**config.mk**
```make
export PLATFORM = sky130hd
export DESIGN_NAME = byte_packer
export DESIGN_NICKNAME = d
export VERILOG_FILES = /design/src/rtl/byte_packer.sv
export SDC_FILE = /design/constraint.sdc
export NUM_CORES = 1
export LEC_CHECK = 0
export ABC_AREA = 1
export CORE_MARGIN = 1.5
export CORE_UTILIZATION = 50
export CTS_CLUSTER_DIAMETER = 60
export CTS_CLUSTER_SIZE = 16
export DETAILED_ROUTE_END_ITERATION = 12
export PLACE_DENSITY = 0.79
export SYNTH_ARGS = -nofsm -noshare
export SYNTH_HDL_FRONTEND = slang
export SYNTH_SLANG_ARGS = --single-unit
```
**constraint.sdc**
```tcl
create_clock -name clk -period 2.2 [get_ports clk]
set_input_delay 0.22 -clock clk [delete_from_list [all_inputs] [get_ports clk]]
set_output_delay 0.22 -clock clk [all_outputs]
set_load 0.01 [all_outputs]
```
**src/rtl/byte_packer.sv**
```systemverilog
// Pairs a byte stream into 16-bit words (first byte high) and buffers them in a FWFT FIFO.
// Latency: a completing byte on cycle N shows the word on dout at N+1; a pop shows the next head at N+1.
// Backpressure: full = buffer full while a high byte is held; bytes written while full are dropped (overflow).
// Optional feature macro: PACKER_TIMEOUT_EN discards a held half-word after TIMEOUT idle cycles.
module byte_packer #(
  parameter int          DEPTH    = 4,
  parameter logic [7:0]  PAD_BYTE = 8'h00,
  parameter int          TIMEOUT  = 255
) (
  input  logic        clk,
  input  logic        rst,
  input  logic        wr_en,
  input  logic [7:0]  din,
  output logic        full,
  input  logic        flush,
  input  logic        rd_en,
  output logic [15:0] dout,
  output logic        empty,
  output logic        pending,
  output logic        overflow,
  output logic        underflow,
  output logic        timeout
);

  localparam int AW = (DEPTH > 1) ? $clog2(DEPTH) : 1;
  localparam int CW = AW + 1;

  // Elaboration-time sanity checks on the parameters.
  if ((DEPTH < 2) || ((DEPTH & (DEPTH - 1)) != 0)) begin : g_bad_depth
    $error("byte_packer: DEPTH must be a power of two and at least 2");
  end
  if (TIMEOUT < 1) begin : g_bad_timeout
    $error("byte_packer: TIMEOUT must be at least 1");
  end

  typedef enum logic {IDLE = 1'b0, HALF = 1'b1} state_e;

  state_e          state_q, state_d;
  logic [7:0]      hi_q, hi_d;
  logic [AW-1:0]   wr_ptr_q, wr_ptr_d;
  logic [AW-1:0]   rd_ptr_q, rd_ptr_d;
  logic [CW-1:0]   count_q, count_d;
  logic            overflow_q, overflow_d;
  logic            underflow_q, underflow_d;
  logic [15:0]     mem_q [DEPTH];

  logic            buf_full;
  logic            accept;
  logic            pop;
  logic            push;
  logic [15:0]     push_dat;
  logic            tmo_hit;

  assign buf_full = (count_q == CW'(DEPTH));
  assign accept   = wr_en && !full;
  assign pop      = rd_en && !empty;

`ifdef PACKER_TIMEOUT_EN
  localparam int TW = $clog2(TIMEOUT + 1);
  logic [TW-1:0] tmo_cnt_q, tmo_cnt_d;
  logic          timeout_q, timeout_d;

  // The last idle cycle before the limit discards the held byte unless a byte arrives in it.
  assign tmo_hit = (tmo_cnt_q == TW'(TIMEOUT - 1));
`else
  assign tmo_hit = 1'b0;
`endif

  // State register.
  always_ff @(posedge clk) begin
    if (rst) begin
      state_q <= IDLE;
    end else begin
      state_q <= state_d;
    end
  end

  // Next-state and push decision; a byte is always processed before flush.
  always_comb begin
    state_d  = state_q;
    hi_d     = hi_q;
    push     = 1'b0;
    push_dat = 16'h0000;
    case (state_q)
      IDLE: begin
        if (accept) begin
          if (flush && !buf_full) begin
            push     = 1'b1;
            push_dat = {din, PAD_BYTE};
          end else begin
            hi_d    = din;
            state_d = HALF;
          end
        end
      end
      HALF: begin
        // accept implies room: HALF with a full buffer is exactly the full condition.
        if (accept) begin
          push     = 1'b1;
          push_dat = {hi_q, din};
          state_d  = IDLE;
        end else if (flush && !buf_full) begin
          push     = 1'b1;
          push_dat = {hi_q, PAD_BYTE};
          state_d  = IDLE;
        end else if (tmo_hit) begin
          state_d  = IDLE;
        end
      end
      default: state_d = IDLE;
    endcase
  end

  // Outputs derived from the registered state and buffer occupancy.
  always_comb begin
    pending   = (state_q == HALF);
    full      = buf_full && (state_q == HALF);
    empty     = (count_q == '0);
    dout      = empty ? 16'h0000 : mem_q[rd_ptr_q];
    overflow  = overflow_q;
    underflow = underflow_q;
  end

  // Pointer, count and sticky-flag next values.
  always_comb begin
    wr_ptr_d    = push ? wr_ptr_q + AW'(1) : wr_ptr_q;
    rd_ptr_d    = pop  ? rd_ptr_q + AW'(1) : rd_ptr_q;
    count_d     = count_q + CW'(push) - CW'(pop);
    overflow_d  = overflow_q  | (wr_en && full);
    underflow_d = underflow_q | (rd_en && empty);
  end

  // Datapath and bookkeeping registers.
  always_ff @(posedge clk) begin
    if (rst) begin
      hi_q        <= 8'h00;
      wr_ptr_q    <= '0;
      rd_ptr_q    <= '0;
      count_q     <= '0;
      overflow_q  <= 1'b0;
      underflow_q <= 1'b0;
    end else begin
      hi_q        <= hi_d;
      wr_ptr_q    <= wr_ptr_d;
      rd_ptr_q    <= rd_ptr_d;
      count_q     <= count_d;
      overflow_q  <= overflow_d;
      underflow_q <= underflow_d;
    end
  end

  // Word storage; contents need no reset because dout is masked while empty.
  always_ff @(posedge clk) begin
    if (push) begin
      mem_q[wr_ptr_q] <= push_dat;
    end
  end

`ifdef PACKER_TIMEOUT_EN
  // Idle counter runs only while a half-word stays held without a new byte.
  always_comb begin
    tmo_cnt_d = '0;
    timeout_d = 1'b0;
    if ((state_q == HALF) && !accept && (state_d == HALF)) begin
      tmo_cnt_d = tmo_cnt_q + TW'(1);
    end
    if ((state_q == HALF) && !accept && !(flush && !buf_full) && tmo_hit) begin
      timeout_d = 1'b1;
    end
  end

  // Timeout counter and registered one-cycle pulse.
  always_ff @(posedge clk) begin
    if (rst) begin
      tmo_cnt_q <= '0;
      timeout_q <= 1'b0;
    end else begin
      tmo_cnt_q <= tmo_cnt_d;
      timeout_q <= timeout_d;
    end
  end

  assign timeout = timeout_q;
`else
  assign timeout = 1'b0;
`endif

endmodule

```
**Yosys cells after proc, flatten, opt, wreduce, memory -nomap -nowiden**

Memory sizes are Yosys's and may differ from the RTL's. A register that Yosys moved wholly into a read port is not among the register bits.
Cells that the tools add are included.

- Add/subtract/negate cells: 4
- Multipliers: 0
- Divide/modulo/power cells: 0
- Order comparisons: 0
- Eq/ne operators: 1
- Shift-type cells: 0
- Mux-type cells: 18
- Bitwise gates (word level): 4
- Reduce and logical (&&, ||, !) cells: 11

Operator list:

| cell | count |
|---|---|
| 2-to-1 mux 16 bit | 5 |
| case mux 16 bit (2 select lines) | 1 |
| 2-to-1 mux 1 bit | 8 |
| logical AND 1 bit | 6 |
| adder 2 x 1 -> 2 bit (second input constant) | 2 |
| 2-to-1 mux 2 bit | 2 |
| case mux 1 bit (2 select lines) | 2 |
| adder 3 x 1 -> 3 bit | 1 |
| equality test 3 bit (second input constant) | 1 |
| zero test 1 bit | 3 |
| zero test 3 bit | 1 |
| AND reduction 3 bit | 1 |
| subtractor 3 x 1 -> 3 bit | 1 |
| NOT 1 bit | 2 |
| OR 1 bit | 2 |

- Flip-flop bits (word level): 18
- Latch bits: 0
- RAM bits: 64
- Memory bits (read-only): 0
- Input bits: 13
- Memories: 1

Memory list:

| memory | words | bits a word | rd ports | clocked after memory_dff | wr ports | line | text |
|---|---|---|---|---|---|---|---|
| mem_q | 4 | 16 | 1 | 1 | 1 | 45 | `logic [15:0] mem_q [DEPTH];` |

**Longest topological paths before layout**

Gate-level depths: netlist of run 1.

- Depth in word-level cells: 8
- Gate-level depth with buffers: 11

**Worst setup path before layout of run 1**

Ideal clock, no wire load.

- Path kind: reg-to-reg
- Start: reg state_q (netlist: pending)
- End: reg count_q[2]
- Setup time: 128 ps
- Arrival: 1893 ps
- Data required time: 2072 ps
- Setup slack: 180 ps
- Stages on the path, launching flop included: 10
- Period minus slack after synthesis: 2020 ps
- Cell sequence: dfxtp_1 o211ai_2 nand2_1 inv_2 ha_1 inv_1 ha_1 fa_1 xor2_1 nor2_1

- Word-level cells in the longest chain between the ends: 7
- Elaborated cells between the ends (all ways): 9
- Those cells by class: 2 x add/sub; 3 x mux; 1 x bitwise; 3 x reduce/logical

RTL lines:

| element | line | text |
|---|---|---|
| start: declaration | 38 | `state_e state_q, state_d;` |
| start signal: assignment | 74 | `state_q <= state_d;` |
| logical AND 1 bit | 117 | `full = buf_full && (state_q == HALF);` |
| zero test 1 bit | 55 | `assign accept = wr_en && !full;` |
| logical AND 1 bit | 55 |  |
| 2-to-1 mux 1 bit (on tied branches) | 98, 86 |  |
| case mux 1 bit (2 select lines) * | 84 | `case (state_q)` |
| adder 3 x 1 -> 3 bit * | 128 | `count_d = count_q + CW'(push) - CW'(pop);` |
| subtractor 3 x 1 -> 3 bit * | 128 |  |
| end signal: assignment | 146 | `count_q <= count_d;` |
| end: declaration | 42 | `logic [CW-1:0] count_q, count_d;` |

Every way passes the cells marked *; elsewhere a longest branch is shown, timed or not.
A chain may end at the register's enable or synchronous reset.

==> results of run 1 <==
## synthesized netlist by cell type
master / instances
edfxtp_1: 64
nand3_1: 11
o21ai_0: 33
inv_1: 34
nor2_1: 75
a21oi_2: 2
xor2_1: 3
nor2_2: 1
dfxtp_1: 20
clkbuf_1: 5
o22ai_1: 8
nand3_4: 1
o211ai_2: 1
o21ai_1: 1
nand3_2: 1
a21oi_1: 29
ha_1: 6
nor2_8: 1
nand2_2: 4
o21a_1: 1
inv_2: 2
buf_2: 8
conb_1: 1
nor3_1: 9
fa_1: 1
buf_4: 3
nand2_1: 13
## area by class of cell
class | instances | area share
inverters | 36 | 0.0321
well taps | 96 | 0.0273
multi-input cells | 202 | 0.237
clock inverters | 7 | 0.0173
flip-flops and latches | 84 | 0.528
clock buffers | 9 | 0.0281
repair buffers | 56 | 0.130
## sequential cells by signal, summed over array words and instances (netlist names), named ones only
name / count
rd_ptr_q: 2
wr_ptr_q: 2
hi_q: 8
underflow: 1
pending: 1
mem_q: 64
count_q: 3
overflow: 1
## worst register-to-register path, delay by kind of cell (launching register included)
kind	cells	cell delay [ns]
buf+inv	2	0.08
compound gates	1	0.10
simple gates	4	0.36
flops	1	0.43
xor+xnor	1	0.17
fa+ha+maj	3	0.81
## worst paths after layout
kind / to / startpoint / slack [ns]
max: dout[13] / flop / 0.11
min: underflow$_SDFF_PP0_ / rd_en / 0.46
max reg2reg: count_q[2]$_SDFF_PP0_ / count_q[1]$_SDFF_PP0_ / 0.14
min reg2reg: underflow$_SDFF_PP0_ / underflow$_SDFF_PP0_ / 0.46
## layout by cell type (no fill, tap or decap), drive strengths merged
master	instances
edfxtp	64
dfxtp	20
nand3	13
nor3	9
o211ai	1
o21a	1
xor2	3
fa	1
ha	6
o21ai	34
clkinv	4
clkbuf	9
buf	23
dlygate4sd2	1
a21oi	31
conb	1
inv	36
clkinvlp	2
o22ai	8
bufinv	1
clkdlybuf4s50	25
nor2	77
nand2	17
dlymetal6s2s	7
## metal layers
layer | GRT usage | vias to the layer above | wire [um]
met5 | 0 | - | 0
met4 | 0.104 | 0 | 148
met3 | 0.0613 | 16 | 515
met2 | 0.331 | 89 | 3520
met1 | 0.264 | 1163 | 3020
li1 | - | 1248 | -
## logic make-up (layout without fill, tap and decap cells)
kind of cell,Yosys count,after routing
buf+inv,52,108
compound gates,75,75
simple gates,116,116
flops,84,84
xor+xnor,3,3
other cells,1,1
fa+ha+maj,7,7
## through the flow
step                hold slack, ns   util  setup WS (ns)  area [um2]
floorplan                    0.289      -          0.180        3580
global placement             0.441  0.603        -0.0308        4140
detailed placement           0.450  0.603        -0.0893        4140
CTS                          0.452  0.637         0.0100        4370
global route                 0.463  0.641        0.00272        4400
finish                       0.457  0.641          0.109        4400
## power by group
part / switching [mW] / leakage, nW / total (mW) / internal (mW)
sequential: 0.0949 / 0.764 / 1.97 / 1.88
clock: 0.550 / 0.0974 / 1.08 / 0.530
combinational: 0.820 / 0.869 / 1.50 / 0.683
## repair_timing
| item | in CTS | in global routing |
|---|---|---|
| gates resized for setup | 7 | 11 |
| setup endpoints to repair | 14 | 13 |
| buffers inserted | 1 | 0 |
| endpoints found under the hold margin | 0 | 0 |
==> flow_summary.ini, run 1 <==
[cts]
cts.sinks = 84
cts_buffers = 9
path_clk_slew_ns = 0.08
worst_skew_pair.late_latency_ns = 0.35
cts_tree = built
htreeDepth = 3
cts_root_buf = clkbuf_8
cts_buffer_depth = 2
cts_hold_buf = 0

[finish]
nFillCells = 517
layout.nets = 409
drive_gt1_frac = 0.142
syn_to_final_growth_pct = 23.2
ff_latch_area_um2 = 2330
n_antenna_cell = 0
multi_input_area_um2 = 1040
instances_no_fill = 490

[sta]
finalCritPeriodShare = 0.951
finalClockSkew_ns = 0.00607
finalHoldViolCount = 0
rsz0062_at_grt = no
clock.fmax_mhz = 478
min_period_ns = 2.09
max_slew_margin = 0.569
tns_ns = 0
setup_violations = 0
slew_viol_final = 0
worst_pin_slew_ns = 0.642

[synthesis]
synthCells = 338
netlist.area_leader.share = 0.537
ys_seq_elements = 84
synth_area_leader_cell = edfxtp_1
synth_top_family_by_area = simple AND/OR/NAND/NOR gates
synth_area_leaders = edfxtp_1, dfxtp_1, nor2_1
syn_area_per_cell_um2 = 10.6
synth-simple-area-share = 0.142
ys.warnings.count = 0
syn_area_um2 = 3580
syn_nets = 358
ys_seq_area_frac = 0.649
synthDistinctLibCells = 27
yosys.area_share.adder = 0.0266
synthMuxAreaShare = 0
synth_xor_area_frac = 0.00735
synth_compound_area_frac = 0.113

[placed_design]
dp_cells = 473
port_buffers = 33
dp_hpwl_um = 4980
gp_congestion = 0.829

[pwr]
p_leak_nw = 1.73
power_density_nw_per_um2 = 1030
ir_drop_uv = 657
p_total_mw = 4.56

[routing]
drt_iter0_markers = 272
drc = 0
firstDrtPassIters = 5
routed_wl_um = 7210
drtAntennaViolNets = 0
viasPerCell = 5.13
num_vias = 2516
wl_per_cell_um = 14.7

[job]
maxCapViolations = 0

[global_route]
grt_first_pass_wirelength_um = 11800
grt-ovfl-total = 0
grt_usage = 0.209
grt_pass1_vias = 2492
grt_max_degree = 21
antenna_found_initial = 0

[critical_path]
start_kind = flop
cp.required_ns = 1.98
setup.worst_path.end_class = primary output
cp.depth = 6
crit_family = buffers and inverters
cp_slowest_cell = clkdlybuf4s50_1
reg2reg_depth = 11
arrival_ns = 1.87
crit_fanout = 16
slowest_delay_ns = 0.55
crit_type = flop to primary output
path_cells = clkinvlp_4, buf_12, nor2_1, o21ai_0, a21oi_1, clkdlybuf4s50_1
crit_buf_inv = 3

[die]
row_count = 30
die_y_um = 87.6
die-area_um2 = 7670
coreArea_um2 = 6870
start_util = 0.521
die_w_um = 87.6
ios = 35

[hold_path]
holdPathStages = 3
min_path_type = input pin to flop

[run_status]
outcome = finished, final reports clean
Note: power is estimated with default switching activity, not from simulation.
==> inputs of run 2 (changes only) <==
--- a/config.mk
+++ b/config.mk
@@ -7,11 +7,12 @@
 export LEC_CHECK = 0
 export ABC_AREA = 1
 export CORE_MARGIN = 1.5
-export CORE_UTILIZATION = 50
+export CORE_UTILIZATION = 30
 export CTS_CLUSTER_DIAMETER = 60
 export CTS_CLUSTER_SIZE = 16
 export DETAILED_ROUTE_END_ITERATION = 12
-export PLACE_DENSITY = 0.79
+export DONT_BUFFER_PORTS = 1
+export PLACE_DENSITY = 0.52
 export SYNTH_ARGS = -nofsm -noshare
 export SYNTH_HDL_FRONTEND = slang
 export SYNTH_SLANG_ARGS = --single-unit
==> flow_summary.ini, run 2 (synthesis results as in run 1) <==
[run_status]
outcome = finished, final reports clean

[finish]
top_register = mem_q
final_cell_mix = nor2_1, edfxtp_1, inv_1
largest_reg_flops = 64
top_regs = mem_q (64), hi_q (8), count_q (3)
syn_to_final_growth_pct = 15.5
fin_area_um2 = 4130
layout.nets = 369
drive_gt1_frac = 0.133
n_antenna_cell = 0
layout_commonest_cell = nor2_1
nFillCells = 1152

[hold_path]
min_path_type = input pin to flop
min-delay-start = rd_en
holdPathStages = 2
whs_endpoint = underflow$_SDFF_PP0_

[critical_path]
r2r-end = count_q[2]$_SDFF_PP0_
r2r_slack_ns = 0.18
setup.worst_path.end_class = flop
arrival_ns = 2.22
crit_fanout = 5
r2r_start = count_q[1]$_SDFF_PP0_
cp.required_ns = 2.40
cp_slowest_cell = dfxtp_2
crit_family = adder cells
cpMostUsedCell = ha_1
path_cells = nor2_2, nand2_2, o211ai_2, nand2_1, inv_2, ha_1, inv_1, ha_1, fa_1, xor2_1, nor2_1
start_kind = flop
slowest_delay_ns = 0.37
crit_type = flop to flop
crit_buf_inv = 2
reg2reg_depth = 11

[cts]
cts_buffers = 9
path_clk_slew_ns = 0.06
worst_skew_pair.late_latency_ns = 0.33
htreeDepth = 3
cts_root_buf = clkbuf_16
cts.sinks = 84
cts_tree = built
cts_buffer_depth = 2

[sta]
finalClockSkew_ns = 0.00794
rsz0062_at_grt = no
min_period_ns = 2.02
tns_ns = 0
clock.fmax_mhz = 496
timing.final.ws_setup_ns = 0.184
max_slew_margin = 0.568
finalHoldViolCount = 0
slew_viol_final = 0
worst_hold_slack_ns = 0.0299
finalCritPeriodShare = 0.916
setup_violations = 0
worst_pin_slew_ns = 0.642

[die]
coreArea_um2 = 11500
start_util = 0.311
die_y_um = 112
die-area_um2 = 12600
row_count = 39
die_w_um = 112
ios = 35

[routing]
wl_per_cell_um = 15.9
drc = 0
drt_iter0_markers = 118
viasPerCell = 4.71
drtAntennaViolNets = 0
routed_wl_um = 7890
firstDrtPassIters = 4
num_vias = 2341

[global_route]
grt_pass1_vias = 2354
busiest_layer = met2
grt_usage = 0.133
use_met3 = 0.0454
antenna_found_initial = 0
grt_first_pass_wirelength_um = 12800
grt_use_met1 = 0.172
grt_max_degree = 21
grtUsageMet2 = 0.215
grt-ovfl-total = 0

[pwr]
p_leak_nw = 1.51
p_total_mw = 4.69
power_density_nw_per_um2 = 1140
ir_drop_uv = 571

[placed_design]
dpl_cell_area_um2 = 3790
port_buffers = 0
pre_cts_slack_ns = 0.137
dp_hpwl_um = 5160
gp_congestion = 0.701

[job]
maxCapViolations = 0
[run 2: changes by cell type in the layout (fill, tap and decap cells not counted), moves of 2 or more]
cell	change
buf_12	-4
buf_4	-3
clkbuf_16	+9
clkbuf_8	-9
clkdlybuf4s50_1	-25
clkinvlp_4	-2
dfxtp_2	+2
dlymetal6s2s_1	-7
inv_1	+2
[run 2: how the worst max path moves through the flow]
| stage | cells past startpoint | slack [ns] | from | end |
|---|---|---|---|---|
| 2_1_floorplan | 9 | 0.18 | pending$_SDFF_PP0_ | count_q[2]$_SDFF_PP0_ |
| 3_3_place_gp | 11 | 0.21 | count_q[1]$_SDFF_PP0_ | count_q[2]$_SDFF_PP0_ |
| 3_5_place_dp | 11 | 0.14 | count_q[1]$_SDFF_PP0_ | count_q[2]$_SDFF_PP0_ |
| 4_1_cts | 11 | 0.09 | count_q[1]$_SDFF_PP0_ | count_q[2]$_SDFF_PP0_ |
| 5_1_grt | 11 | 0.002 | count_q[1]$_SDFF_PP0_ | count_q[2]$_SDFF_PP0_ |
| 6_report | 11 | 0.18 | count_q[1]$_SDFF_PP0_ | count_q[2]$_SDFF_PP0_ |
[run 2: cell type report]
cell class                      instances  area, um2  share of cell area
Sequential cell                        84       2330               0.563
Multi-Input combinational cell        202       1040               0.252
Clock buffer                            9        225              0.0545
Tap cell                              143        179              0.0433
Inverter                               36        135              0.0327
Timing Repair Buffer                   16        123              0.0297
Clock inverter                          7       98.8              0.0239
[run 2: metrics by stage]
step	instances	util
2_1_floorplan	338	-
3_3_place_gp	480	0.329
3_5_place_dp	480	0.329
4_1_cts	497	0.358
5_1_grt	497	0.359
6_report	497	0.359
[run 2: power breakdown]
group | internal, mW | total [mW] | switching (mW)
logic | 0.333 | 1.11 | 0.781
clock network | 1.00 | 1.61 | 0.611
registers | 1.88 | 1.97 | 0.0877
total | 3.21 | 4.69 | 1.48
[run 2: routing by layer]
metal  vias to the layer above  share of wire  routed length, um
li1                       1167              -                  -
met1                      1123           0.47               3700
met2                        45           0.48               3780
met3                         6          0.043                342
met4                         0          0.010                 79
met5                         -              0                  0
[run 2: repair_timing]
item,4_1_cts,5_1_grt
endpoints found under the hold margin,15,0
gates resized for setup,0,3
hold buffers,1,0
endpoints found under the setup margin,0,1
buffers inserted,0,0
